$ cat config.mk
export PLATFORM = sky130hd
export DESIGN_NAME = dsp_div_signed_iterative
export DESIGN_NICKNAME = d
export VERILOG_FILES = /design/src/rtl/dsp_div_signed_iterative.sv
export SDC_FILE = /design/constraint.sdc
export NUM_CORES = 1
export LEC_CHECK = 0
export ABC_AREA = 1
export BUFFER_PORTS_ARGS = -buffer_cell sky130_fd_sc_hd__buf_4
export CORE_MARGIN = 2
export CORE_UTILIZATION = 35
export DETAILED_ROUTE_END_ITERATION = 10
export PLACE_DENSITY = 0.58
export SETUP_SLACK_MARGIN = 0.1
export SLEW_MARGIN = 20
export SYNTH_ARGS = -nofsm -noshare
export SYNTH_HDL_FRONTEND = slang
export SYNTH_SLANG_ARGS = --single-unit
$ cat constraint.sdc
create_clock -name clk -period 9.2 [get_ports clk]
set_input_delay 1.38 -clock clk [delete_from_list [all_inputs] [get_ports clk]]
set_output_delay 1.38 -clock clk [all_outputs]
set_load 0.05 [all_outputs]
$ cat src/rtl/dsp_div_signed_iterative.sv
// Signed iterative divider: recovers quotient B and remainder R from P = A*B + R.
// Restoring division on magnitudes, one quotient bit per clock, followed by a
// single sign-fix/saturate cycle. Truncates toward zero; R takes the sign of P.
//
// Handshake: start_i is sampled only while the FSM is IDLE; the accepting edge
// latches P_i/A_i and raises busy_o. busy_o stays high until the edge that raises
// done_o, which is a one-cycle pulse. B_o/R_o/flags are valid from the done_o cycle
// and hold until the next result or reset. A start_i seen while busy (including the
// FIX cycle) is dropped, never queued; the cycle right after done_o is IDLE again.
module dsp_div_signed_iterative #(
   parameter int A_W = 20,
   parameter int B_W = 18,
   parameter int P_W = A_W + B_W
) (
   input  logic                  clk,
   input  logic                  reset,
   input  logic                  start_i,
   input  logic signed [P_W-1:0] P_i,
   input  logic signed [A_W-1:0] A_i,
   output logic                  busy_o,
   output logic                  done_o,
   output logic signed [B_W-1:0] B_o,
   output logic signed [A_W-1:0] R_o,
   output logic                  div_zero_o,
   output logic                  overflow_o,
   output logic [1:0]            dbg_state_o
);

   typedef enum logic [1:0] {
      S_IDLE = 2'd0,
      S_CALC = 2'd1,
      S_FIX  = 2'd2
   } state_t;

   localparam int               CNT_W     = $clog2(P_W);
   localparam logic [CNT_W-1:0] CNT_LAST  = CNT_W'(P_W - 1);
   localparam logic [CNT_W-1:0] CNT_ONE   = CNT_W'(1);
   localparam logic [P_W-1:0]   P_ONE     = P_W'(1);
   localparam logic [A_W-1:0]   A_ONE     = A_W'(1);
   localparam logic [B_W-1:0]   B_ONE     = B_W'(1);
   // Largest quotient magnitudes that still fit in B_W signed bits.
   localparam logic [P_W-1:0]   Q_POS_MAX = P_W'((64'd1 << (B_W - 1)) - 64'd1);
   localparam logic [P_W-1:0]   Q_NEG_MAX = P_W'(64'd1 << (B_W - 1));
   localparam logic [B_W-1:0]   B_MAX     = {1'b0, {(B_W-1){1'b1}}};
   localparam logic [B_W-1:0]   B_MIN     = {1'b1, {(B_W-1){1'b0}}};

   state_t           r_state;
   state_t           w_state_nxt;
   logic             w_accept;
   logic             w_step;
   logic             w_fix;

   logic [P_W-1:0]   r_q;        // dividend magnitude shifting out, quotient shifting in
   logic [A_W-1:0]   r_rem;      // partial remainder magnitude
   logic [A_W-1:0]   r_dm;       // divisor magnitude
   logic             r_sp;       // sign of P
   logic             r_sa;       // sign of A
   logic             r_dz;       // this operation divides by zero
   logic [CNT_W-1:0] r_cnt;

   logic             r_busy;
   logic             r_done;
   logic [B_W-1:0]   r_b;
   logic [A_W-1:0]   r_r;
   logic             r_dz_flag;
   logic             r_ovf;

   logic [P_W-1:0]   w_p_mag;
   logic [A_W-1:0]   w_a_mag;
   logic             w_a_zero;
   logic [A_W:0]     w_trial;
   logic             w_ge;
   logic [A_W-1:0]   w_diff;
   logic [A_W-1:0]   w_rem_nxt;
   logic             w_neg;
   logic             w_ovf;
   logic [B_W-1:0]   w_b_fit;
   logic [B_W-1:0]   w_sat;
   logic [A_W-1:0]   w_r_fit;
   logic [A_W-1:0]   w_a_s;
   logic [A_W-1:0]   w_bt_lo;
   logic [A_W-1:0]   w_sat_ext;
   logic [A_W-1:0]   w_r_ovf;

   // Operand magnitudes; the most negative values map to their unsigned magnitude.
   assign w_p_mag  = P_i[P_W-1] ? (~P_i + P_ONE) : P_i;
   assign w_a_mag  = A_i[A_W-1] ? (~A_i + A_ONE) : A_i;
   assign w_a_zero = (A_i == '0);

   // Restoring step: the trial is one bit wider than the divisor so it never wraps.
   // The difference only matters when trial >= divisor, where it fits in A_W bits.
   assign w_trial   = {r_rem, r_q[P_W-1]};
   assign w_ge      = (w_trial >= {1'b0, r_dm});
   assign w_diff    = w_trial[A_W-1:0] - r_dm;
   assign w_rem_nxt = w_ge ? w_diff : w_trial[A_W-1:0];

   // Sign correction and saturation of the finished magnitudes.
   assign w_neg   = (r_sp ^ r_sa) & (r_q != '0);
   assign w_ovf   = w_neg ? (r_q > Q_NEG_MAX) : (r_q > Q_POS_MAX);
   assign w_b_fit = w_neg ? (~r_q[B_W-1:0] + B_ONE) : r_q[B_W-1:0];
   assign w_sat   = w_neg ? B_MIN : B_MAX;
   assign w_r_fit = r_sp ? (~r_rem + A_ONE) : r_rem;

   // Saturated remainder P - A*B_sat, rebuilt modulo 2^A_W as A*(B_true - B_sat) + R
   // so the original dividend does not have to be kept. Assumes A_W > B_W.
   assign w_a_s     = r_sa ? (~r_dm + A_ONE) : r_dm;
   assign w_bt_lo   = w_neg ? (~r_q[A_W-1:0] + A_ONE) : r_q[A_W-1:0];
   assign w_sat_ext = {{(A_W-B_W){w_sat[B_W-1]}}, w_sat};
   assign w_r_ovf   = w_a_s * (w_bt_lo - w_sat_ext) + w_r_fit;

   // State register.
   always_ff @(posedge clk or negedge reset) begin
      if (!reset) r_state <= S_IDLE;
      else        r_state <= w_state_nxt;
   end

   // Next-state decode and per-state datapath strobes.
   always_comb begin
      w_state_nxt = r_state;
      w_accept    = 1'b0;
      w_step      = 1'b0;
      w_fix       = 1'b0;
      case (r_state)
         S_IDLE: begin
            if (start_i) begin
               w_accept    = 1'b1;
               w_state_nxt = w_a_zero ? S_FIX : S_CALC;
            end
         end
         S_CALC: begin
            w_step = 1'b1;
            if (r_cnt == '0) w_state_nxt = S_FIX;
         end
         S_FIX: begin
            w_fix       = 1'b1;
            w_state_nxt = S_IDLE;
         end
         default: w_state_nxt = S_IDLE;
      endcase
   end

   // Datapath: latch operands, iterate, then register the corrected result.
   always_ff @(posedge clk or negedge reset) begin
      if (!reset) begin
         r_q       <= '0;
         r_rem     <= '0;
         r_dm      <= '0;
         r_sp      <= 1'b0;
         r_sa      <= 1'b0;
         r_dz      <= 1'b0;
         r_cnt     <= '0;
         r_busy    <= 1'b0;
         r_done    <= 1'b0;
         r_b       <= '0;
         r_r       <= '0;
         r_dz_flag <= 1'b0;
         r_ovf     <= 1'b0;
      end else begin
         r_done <= 1'b0;
         if (w_accept) begin
            r_q       <= w_p_mag;
            r_rem     <= '0;
            r_dm      <= w_a_mag;
            r_sp      <= P_i[P_W-1];
            r_sa      <= A_i[A_W-1];
            r_dz      <= w_a_zero;
            r_cnt     <= CNT_LAST;
            r_busy    <= 1'b1;
            r_dz_flag <= 1'b0;
            r_ovf     <= 1'b0;
         end
         if (w_step) begin
            r_q   <= {r_q[P_W-2:0], w_ge};
            r_rem <= w_rem_nxt;
            r_cnt <= r_cnt - CNT_ONE;
         end
         if (w_fix) begin
            r_busy <= 1'b0;
            r_done <= 1'b1;
            if (r_dz) begin
               r_b       <= '0;
               r_r       <= '0;
               r_dz_flag <= 1'b1;
               r_ovf     <= 1'b0;
            end else begin
               r_b       <= w_ovf ? w_sat : w_b_fit;
               r_r       <= w_ovf ? w_r_ovf : w_r_fit;
               r_dz_flag <= 1'b0;
               r_ovf     <= w_ovf;
            end
         end
      end
   end

   assign busy_o      = r_busy;
   assign done_o      = r_done;
   assign B_o         = r_b;
   assign R_o         = r_r;
   assign div_zero_o  = r_dz_flag;
   assign overflow_o  = r_ovf;
   assign dbg_state_o = r_state;

endmodule

==> flow_metrics.py, run 1 <==
metrics = {
    "logic_synthesis": {
        "synthMostInstantiatedCell": "nand2_1",
        "synthAdderAreaFrac": 0.263,
        "ys.flop_type": "dfrtp_1",
        "synth_seq_area_share": 0.192,
        "yosysTopAreaCell": "dfrtp_1",
        "synth_area_per_cell_um2": 7.22,
        "synth.area.mux_share": 0.000587,
        "synth_edf_count": 0,
        "synth_top_family_by_area": "adder cells",
        "synth-async-reset-ratio": 1.00,
        "synthTopCellsByArea": "dfrtp_1 (19%), fa_1 (18%), nand2_1 (11%), inv_1 (9.5%), ha_1 (8.0%)",
        "synth_xor_area_frac": 0.0652,
        "synthSimpleGateAreaFrac": 0.243,
        "synth_top_area_frac": 0.192,
        "syn-cell-area_mm2": 0.0170,
        "yosysWarningCount": 0,
        "ys_types": 55,
        "synth_common_cells": "nand2_1 (502), inv_1 (432), nor2_1 (256)",
        "postSynthNetCount": 2686,
        "synthCells": 2360,
        "ys_ff_latch": 131,
        "synth_compound_area_frac": 0.121,
    },
    "sta": {
        "fin_ws_ns": 0.618,
        "worstMarginPinSlew_ns": 0.880,
        "setup_violations": 0,
        "setup_tns_ns": 0,
        "max-slew-margin-rel": 0.414,
        "rsz0062_at_grt": "false",
        "hold_viol": 0,
        "fin_crit_sh": 0.933,
        "fin_skew_ns": 0.0131,
        "drv_slew": 0,
        "fmax_mhz": 117,
        "fin_crit_ns": 8.58,
    },
    "layout": {
        "antennaDiodeCount": 0,
        "fin_util": 0.416,
        "drive_gt1_frac": 0.136,
        "area_growth_pct": 17.0,
        "layout.nets": 2837,
        "fillCellCount": 4960,
    },
    "critical_path": {
        "critical_path.max_stage_delay_ns": 0.54,
        "cp.arrival_ns": 8.96,
        "critPathKind": "reg2reg",
        "critPathMostFrequentCell": "nand2_1",
        "cp.required_ns": 9.58,
        "endpoint_kind": "flop",
        "worstPathMaxFanout": 8,
        "critPathLaunchType": "flop",
        "slowest_stage": "fa_1",
    },
    "place": {
        "post-place-ws_ns": -0.00683,
        "place_hpwl_um": 44700,
        "place.gp.congestion": 0.951,
        "numPortBuffers": 104,
    },
    "clock_tree": {
        "clk_pin_slew_ns": 0.07,
        "cts_root_buf": "clkbuf_16",
        "clk_latency_ns": 0.48,
        "tritoncts": "built",
        "cts_num_sinks": 131,
        "ctsHtreeMaxLevel": 4,
        "cts_made_buffers": 17,
        "cts_buffer_depth": 2,
    },
    "detailed_routing": {
        "wl_um": 54600,
        "firstDrtPassIters": 5,
        "wire_per_inst_um": 17.4,
        "num_vias": 15800,
        "drt_iter0_drc": 1180,
        "avgViaCountPerCell": 5.05,
        "drc": 0,
        "ant_nets": 0,
    },
    "global_route": {
        "first_global_vias": 15900,
        "grt_usage": 0.224,
        "grt_pass1_wl_um": 87400,
        "antenna_found_initial": 0,
        "grt_max_degree": 82,
        "grt_overflow": 0,
    },
    "floorplan": {
        "pin_count": 105,
        "die-area_mm2": 0.0505,
        "die_w_um": 225,
        "placement_rows": 80,
        "core_mm2": 0.0479,
        "fp.dieH_um": 225,
        "start_util": 0.356,
    },
    "min_path": {
        "hold_path.class": "reg2reg",
    },
    "run_status": {
        "status": "finished, final reports clean",
    },
    "run": {
        "max_cap_violations": 0,
    },
}
-- critical path, delay by kind of cell (launching register included) --
family	cells	cell delay, ns
xor gates and xnor gates	2	0.37
buffers and inverters	9	0.78
and+or+nand+nor	25	2.29
DFF	1	0.41
adders and majority gates	9	3.92
AOI/OAI and AO/OA	6	0.69
-- cell families (layout without fill, tap and decap cells) --
group                    after synthesis  in the layout
buffers and inverters                512            675
multiplexers                           1              1
AO/OA/AOI/OAI                        353            353
AND/OR/NAND/NOR                      975            976
XOR/XNOR                             123            123
adder cells (fa/ha/maj)              265            265
flip-flops                           131            131
-- layout by cell type (no fill, tap or decap), types with 5 or more instances in the layout --
cell type  instances
nand2_1          484
inv_1            422
nor2_1           247
buf_4            185
fa_1             155
o21ai_0          143
dfrtp_1          131
ha_1              98
nand3_1           96
xor2_1            81
a21oi_1           71
xnor2_1           38
nor3_1            35
a22oi_1           35
nand2_2           27
inv_2             18
nand4_1           18
a21o_1            17
o22ai_1           17
clkbuf_16         17
nor4_1            13
clkinv_1          11
a31oi_1           10
nand3_2            9
nor2_2             9
nand3b_1           9
ha_4               9
nand2_4            8
a21oi_2            8
o211ai_1           8
o21ai_1            7
o21bai_1           6
nor2_4             5
a32o_1             5
-- area by class of cell --
cell class / count / area (um^2) / share of cell area
Timing Repair Buffer: 190 / 1450 / 0.0729
Tap cell: 615 / 769 / 0.0386
Multi-Input combinational cell: 1718 / 12200 / 0.610
Clock buffer: 19 / 443 / 0.0222
Sequential cell: 131 / 3280 / 0.164
Clock inverter: 13 / 125 / 0.00627
Inverter: 453 / 1710 / 0.0855
-- worst paths after layout --
path / startpoint / end / slack (ns) / cells after the start
max: r_q[6] / R_o[19] / 0.62 / 51
min: B_o[5] / B_o[5] / 0.48 / 1
max reg2reg: r_q[6] / R_o[19] / 0.62 / 51
min reg2reg: B_o[5] / B_o[5] / 0.48 / 1
max in group asynchronous: reset / R_o[14] / 6.91 / 2
min in group asynchronous: reset / r_q[26] / 0.90 / 1
-- per-layer routing --
metal  GRT usage  up-vias  wire length, um
met2       0.378      312            26000
li1            -     7737                -
met5           0        -                0
met1       0.297     7733            25100
met4      0.0654        0             1190
met3      0.0337       65             2240
-- registers in the layout (all words and copies together), names as in the netlist --
signal	count
B_o	18
R_o	20
busy_o	1
dbg_state_o	2
div_zero_o	1
done_o	1
overflow_o	1
r_cnt	6
r_dm	20
r_dz	1
r_q	38
r_rem	20
r_sa	1
r_sp	1
-- timing repair --
item,4_1_cts,5_1_grt
pin swaps,0,34
gates resized for setup,4,87
hold buffers,0,0
buffers inserted,0,21
endpoints found under the setup margin,2,5
cloned,0,1
-- through the flow --
stage                     area (um^2)  std cells  hold slack [ns]
after detailed placement        18900       3085            0.468
after global routing            19900       3139            0.492
after CTS                       19400       3117            0.481
final                           19900       3139            0.477
after global placement          18900       3085            0.459
after floorplan                 17000       2360            0.453
Power of run 1 is not shown: default switching activity piles up to over one toggle a cycle in this logic, so the estimate is an artifact.
==> run 2: changes to the inputs <==
--- a/config.mk
+++ b/config.mk
@@ -10,7 +10,7 @@
 export CORE_MARGIN = 2
 export CORE_UTILIZATION = 35
 export DETAILED_ROUTE_END_ITERATION = 10
-export PLACE_DENSITY = 0.58
+export PLACE_DENSITY = 0.56
 export SETUP_SLACK_MARGIN = 0.1
 export SLEW_MARGIN = 20
 export SYNTH_ARGS = -nofsm -noshare
==> constraint.sdc (replaced) <==
create_clock -name clk -period 9.23 [get_ports clk]
set_input_delay 1.3845 -clock clk [delete_from_list [all_inputs] [get_ports clk]]
set_output_delay 1.3845 -clock clk [all_outputs]
set_load 0.05 [all_outputs]
==> run 2 against run 1 <==
  * Non-clock buffer count decreased by 8
  * Sequential share of layout area increased by 0.076 points
  * Largest cell class unchanged
  * First-iteration DRC count decreased by 22%
  * Via count increased by 0.50%
  * Critical path depth decreased by 1
  * Critical endpoint unchanged
  * Routed wire length increased by 2.1%
  * Count of clock-buffer cells in the layout decreased by 1
==> flow_metrics.py, run 2 (synthesis gave the netlist of run 1 again) <==
metrics = {
    "run_status": {
        "status": "finished, final reports clean",
    },
    "critical_path": {
        "reg2reg_from": "r_q[24]",
        "endpoint_kind": "flop",
        "reg2reg_depth": 50,
        "cp.required_ns": 9.60,
        "critPathLaunch": "r_q[24]",
        "critPathLaunchType": "flop",
        "worst-path-stages": 50,
        "cp.arrival_ns": 9.06,
        "critical_path.max_stage_delay_ns": 0.54,
        "critPathKind": "reg2reg",
        "path_buf_inv": 8,
        "slowest_stage": "fa_1",
        "worstPathMaxFanout": 8,
        "cp_top_family": "adder cells",
    },
    "detailed_routing": {
        "firstDrtPassIters": 5,
        "avgViaCountPerCell": 5.09,
        "wire_per_inst_um": 17.8,
        "ant_nets": 0,
        "wl_um": 55700,
        "drc": 0,
        "drt_iter0_drc": 915,
        "num_vias": 15900,
    },
    "layout": {
        "drive_gt1_frac": 0.132,
        "largest_register_ffs": 38,
        "multi_input_area_mm2": 0.0121,
        "mostFrequentLayoutCells": "nand2_1 (484), inv_1 (426), nor2_1 (244), buf_4 (178), fa_1 (156)",
        "seq_area_mm2": 0.00328,
        "fillCellCount": 4957,
        "finalNonFillerCells": 3130,
        "regMostFlops": "r_q",
        "antennaDiodeCount": 0,
        "layout.nets": 2828,
        "area_growth_pct": 16.5,
        "final_common_cell": "nand2_1",
        "fin_util": 0.414,
    },
    "clock_tree": {
        "clk_pin_slew_ns": 0.07,
        "cts_root_buf": "clkbuf_16",
        "cts_made_buffers": 17,
        "tritoncts": "built",
        "ctsHtreeMaxLevel": 4,
        "cts_num_sinks": 131,
        "hold_buffers": 0,
        "clk_latency_ns": 0.50,
        "cts_buffer_depth": 2,
    },
    "global_route": {
        "antenna_found_initial": 0,
        "first_global_vias": 16000,
        "grt_max_degree": 82,
        "grt_overflow": 0,
        "grt_usage": 0.227,
        "grt_pass1_wl_um": 88300,
    },
    "min_path": {
        "min_path_cells": 1,
        "hold_path.class": "reg2reg",
        "min_from": "dbg_state_o[0]",
    },
    "sta": {
        "setup_violations": 0,
        "fin_skew_ns": 0.0283,
        "fin_crit_ns": 8.68,
        "rsz0062_at_grt": "false",
        "fin_hold_ws_ns": 0.476,
        "hold_viol": 0,
        "fmax_mhz": 115,
        "fin_crit_sh": 0.941,
        "drv_slew": 0,
        "worstMarginPinSlew_ns": 0.929,
        "max-slew-margin-rel": 0.377,
    },
    "floorplan": {
        "pin_count": 105,
        "core_mm2": 0.0479,
        "die-area_mm2": 0.0505,
        "placement_rows": 80,
        "die_w_um": 225,
        "start_util": 0.356,
        "fp.dieH_um": 225,
    },
    "place": {
        "place_hpwl_um": 44900,
        "numPortBuffers": 104,
        "dp.cells": 3083,
        "place.gp.congestion": 0.916,
    },
    "run": {
        "max_cap_violations": 0,
    },
}
==> run 2: cell count changes in the layout (fill, tap and decap cells not counted), moves of 3 or more <==
cell	before	now
ha_4	9	6
inv_1	422	426
clkinvlp_4	4	1
nor2_1	247	244
inv_2	18	13
buf_4	185	178
nand2_4	8	5
==> run 2: timing repair <==
action,CTS,global route
resized for setup,4,77
pin swaps,0,29
buffers inserted,0,15
setup endpoints to repair,2,4
==> run 2: worst paths after layout <==
kind	endpoint	slack, ns
max in group asynchronous	r_rem[7]	6.95
min reg2reg	done_o	0.48
max reg2reg	R_o[19]	0.55
min	done_o	0.48
max	R_o[19]	0.55
min in group asynchronous	r_q[26]	0.88
==> run 2: layer usage <==
| layer | track usage | share of wire | vias to the layer above |
|---|---|---|---|
| li1 | - | - | 7726 |
| met1 | 0.298 | 0.45 | 7781 |
| met2 | 0.385 | 0.48 | 343 |
| met3 | 0.0355 | 0.043 | 76 |
| met4 | 0.0707 | 0.026 | 0 |
| met5 | 0 | 0 | - |
==> run 2: stage by stage <==
stage | TNS, ns | area, um^2 | worst slack (ns)
3_3_place_gp | -0.00208 | 18900 | -0.00208
6_report | 0 | 19900 | 0.547
2_1_floorplan | 0 | 17000 | 0.272
5_1_grt | 0 | 19900 | 0.0798
4_1_cts | 0 | 19500 | 0.115
3_5_place_dp | -0.122 | 18900 | -0.122
==> run 2: final cells by class <==
| class | instances | share of cell area |
|---|---|---|
| Clock buffer | 18 | 0.0221 |
| Sequential cell | 131 | 0.165 |
| Inverter | 453 | 0.0860 |
| Clock inverter | 14 | 0.00731 |
| Multi-Input combinational cell | 1717 | 0.611 |
| Tap cell | 615 | 0.0387 |
| Timing Repair Buffer | 182 | 0.0700 |
==> run 2: worst register-to-register path, delay by kind of cell, from the launching register on <==
kind,cells,cell delay (ns)
buffers and inverters,8,0.74
and+or+nand+nor,24,2.12
adders and majority gates,9,3.88
DFF,1,0.41
AOI/OAI and AO/OA,6,0.89
xor gates and xnor gates,3,0.55
Power of run 2 is left out for the same reason.
==> run 3: changes to the inputs <==
--- a/config.mk
+++ b/config.mk
@@ -7,7 +7,6 @@
 export LEC_CHECK = 0
 export ABC_AREA = 1
 export BUFFER_PORTS_ARGS = -buffer_cell sky130_fd_sc_hd__buf_4
-export CORE_MARGIN = 2
 export CORE_UTILIZATION = 35
 export DETAILED_ROUTE_END_ITERATION = 10
 export PLACE_DENSITY = 0.56
==> run 3 against run 2 <==
  * First-iteration DRC count grew 22%
  * Critical endpoint unchanged
  * Count of clock-buffer cells in the layout grew 4
  * Worst hold slack gained 0.0024 ns
  * Worst setup slack gained 0.15 ns
  * Final cell count grew 0.26%
  * Critical path type unchanged
  * Routed wire length grew 0.97%
  * Fmax grew 1.8%
  * Non-clock buffer count grew 7
  * Largest cell class unchanged
  * Register-to-register slack gained 0.15 ns
  * Via count grew 0.26%
  * Critical path depth shrank 10
  * Global-route usage grew 0.56 points
==> flow_metrics.py, run 3 (synthesis gave the netlist of run 1 again) <==
metrics = {
    "critical_path": {
        "slowest_stage": "fa_1",
        "critPathKind": "reg2reg",
        "critical_path.max_stage_delay_ns": 0.57,
        "cp.required_ns": 9.61,
        "critPathLaunchType": "flop",
        "critPathMostFrequentCell": "fa_1",
        "endpoint_kind": "flop",
        "cp.arrival_ns": 8.91,
        "reg2reg_depth": 40,
        "worstPathMaxFanout": 14,
    },
    "global_route": {
        "grt_usage": 0.233,
        "grt_pass1_wl_um": 88900,
        "grt_max_degree": 82,
        "grt_overflow": 0,
        "first_global_vias": 16100,
        "antenna_found_initial": 0,
    },
    "clock_tree": {
        "cts_root_buf": "clkbuf_16",
        "tritoncts": "built",
        "cts_num_sinks": 131,
        "cts_buffer_depth": 2,
        "ctsHtreeMaxLevel": 4,
        "clk_pin_slew_ns": 0.08,
        "cts_made_buffers": 17,
        "hold_buffers": 0,
        "clk_latency_ns": 0.49,
    },
    "run_status": {
        "status": "finished, final reports clean",
    },
    "layout": {
        "mostFrequentLayoutCells": "nand2_1 (492), inv_1 (428), nor2_1 (242), buf_4 (186), fa_1 (156)",
        "multi_input_area_mm2": 0.0121,
        "drive_gt1_frac": 0.129,
        "final_common_cell": "nand2_1",
        "antennaDiodeCount": 0,
        "fillCellCount": 4963,
        "fin_util": 0.416,
        "area_growth_pct": 16.6,
        "regMostFlops": "r_q",
        "largest_register_ffs": 38,
        "layout.nets": 2836,
        "seq_area_mm2": 0.00328,
    },
    "sta": {
        "fin_hold_ws_ns": 0.479,
        "worstMarginPinSlew_ns": 0.855,
        "drv_slew": 0,
        "fin_skew_ns": 0.0224,
        "fin_ws_ns": 0.699,
        "fin_crit_ns": 8.53,
        "fin_crit_sh": 0.924,
        "hold_viol": 0,
        "setup_violations": 0,
        "fmax_mhz": 117,
        "rsz0062_at_grt": "false",
        "max-slew-margin-rel": 0.430,
    },
    "min_path": {
        "min_path_cells": 2,
        "hold_path.class": "reg2reg",
    },
    "detailed_routing": {
        "num_vias": 16000,
        "ant_nets": 0,
        "drc": 0,
        "avgViaCountPerCell": 5.09,
        "wire_per_inst_um": 17.9,
        "firstDrtPassIters": 5,
        "wl_um": 56300,
        "drt_iter0_drc": 1118,
    },
    "place": {
        "place_hpwl_um": 45700,
        "post-place-ws_ns": -0.0751,
        "numPortBuffers": 104,
        "place.gp.congestion": 0.936,
    },
    "floorplan": {
        "die_w_um": 223,
        "start_util": 0.356,
        "core_mm2": 0.0478,
        "fp.dieH_um": 223,
        "die-area_mm2": 0.0496,
        "placement_rows": 80,
        "pin_count": 105,
    },
    "run": {
        "max_cap_violations": 0,
    },
}
==> run 3: cell types whose count changed in the layout (fill, tap and decap cells not counted), sizes merged, moves of 3 or more <==
cell    before  now
buf        182  189
clkbuf      18   22
clkinv      18   15
inv        447  444
==> run 3: layout make-up <==
class,count,area share
clock buffer,22,0.0239
clock inverter,10,0.00604
inverter,453,0.0858
multi-input combinational,1718,0.608
sequential,131,0.165
tap,615,0.0387
timing repair buffer,189,0.0724
==> run 3: layer usage <==
layer / share of wire / GRT usage / vias up
li1: - / - / 7721
met1: 0.46 / 0.311 / 7808
met2: 0.48 / 0.387 / 370
met3: 0.038 / 0.0343 / 69
met4: 0.024 / 0.0743 / 0
met5: 0 / 0 / -
==> run 3: metrics by stage <==
stage	cell area, um^2	TNS, ns	instances
after detailed placement	18800	-0.0894	3079
after CTS	19500	0	3112
after global routing	19900	0	3138
after global placement	18800	0	3079
after floorplan	17000	0	2360
final	19900	0	3138
==> run 3: path summary, 6_finish.rpt <==
| check | startpoint | end | slack (ns) |
|---|---|---|---|
| hold / removal | R_o[9] | R_o[9] | 0.48 |
| setup / recovery | r_q[11] | R_o[19] | 0.70 |
| hold reg to reg | R_o[9] | R_o[9] | 0.48 |
| min in group asynchronous | reset | r_q[27] | 0.90 |
| setup reg to reg | r_q[11] | R_o[19] | 0.70 |
| max in group asynchronous | reset | r_dm[13] | 7.00 |
==> run 3: what timing repair did <==
action | CTS | global route
pin swaps | 2 | 31
buffers inserted | 1 | 25
gates resized for setup | 9 | 62
setup endpoints to repair | 2 | 4
gates cloned | 0 | 1
==> run 3: critical path: cells and delay by family, from the launching register on <==
kind / cells / cell delay (ns)
buffers and inverters: 8 / 0.78
adders and majority gates: 9 / 4.37
and+or+nand+nor: 20 / 2.27
xor gates and xnor gates: 2 / 0.38
DFF: 1 / 0.45
AOI/OAI and AO/OA: 1 / 0.17
Power of run 3 is left out for the same reason.
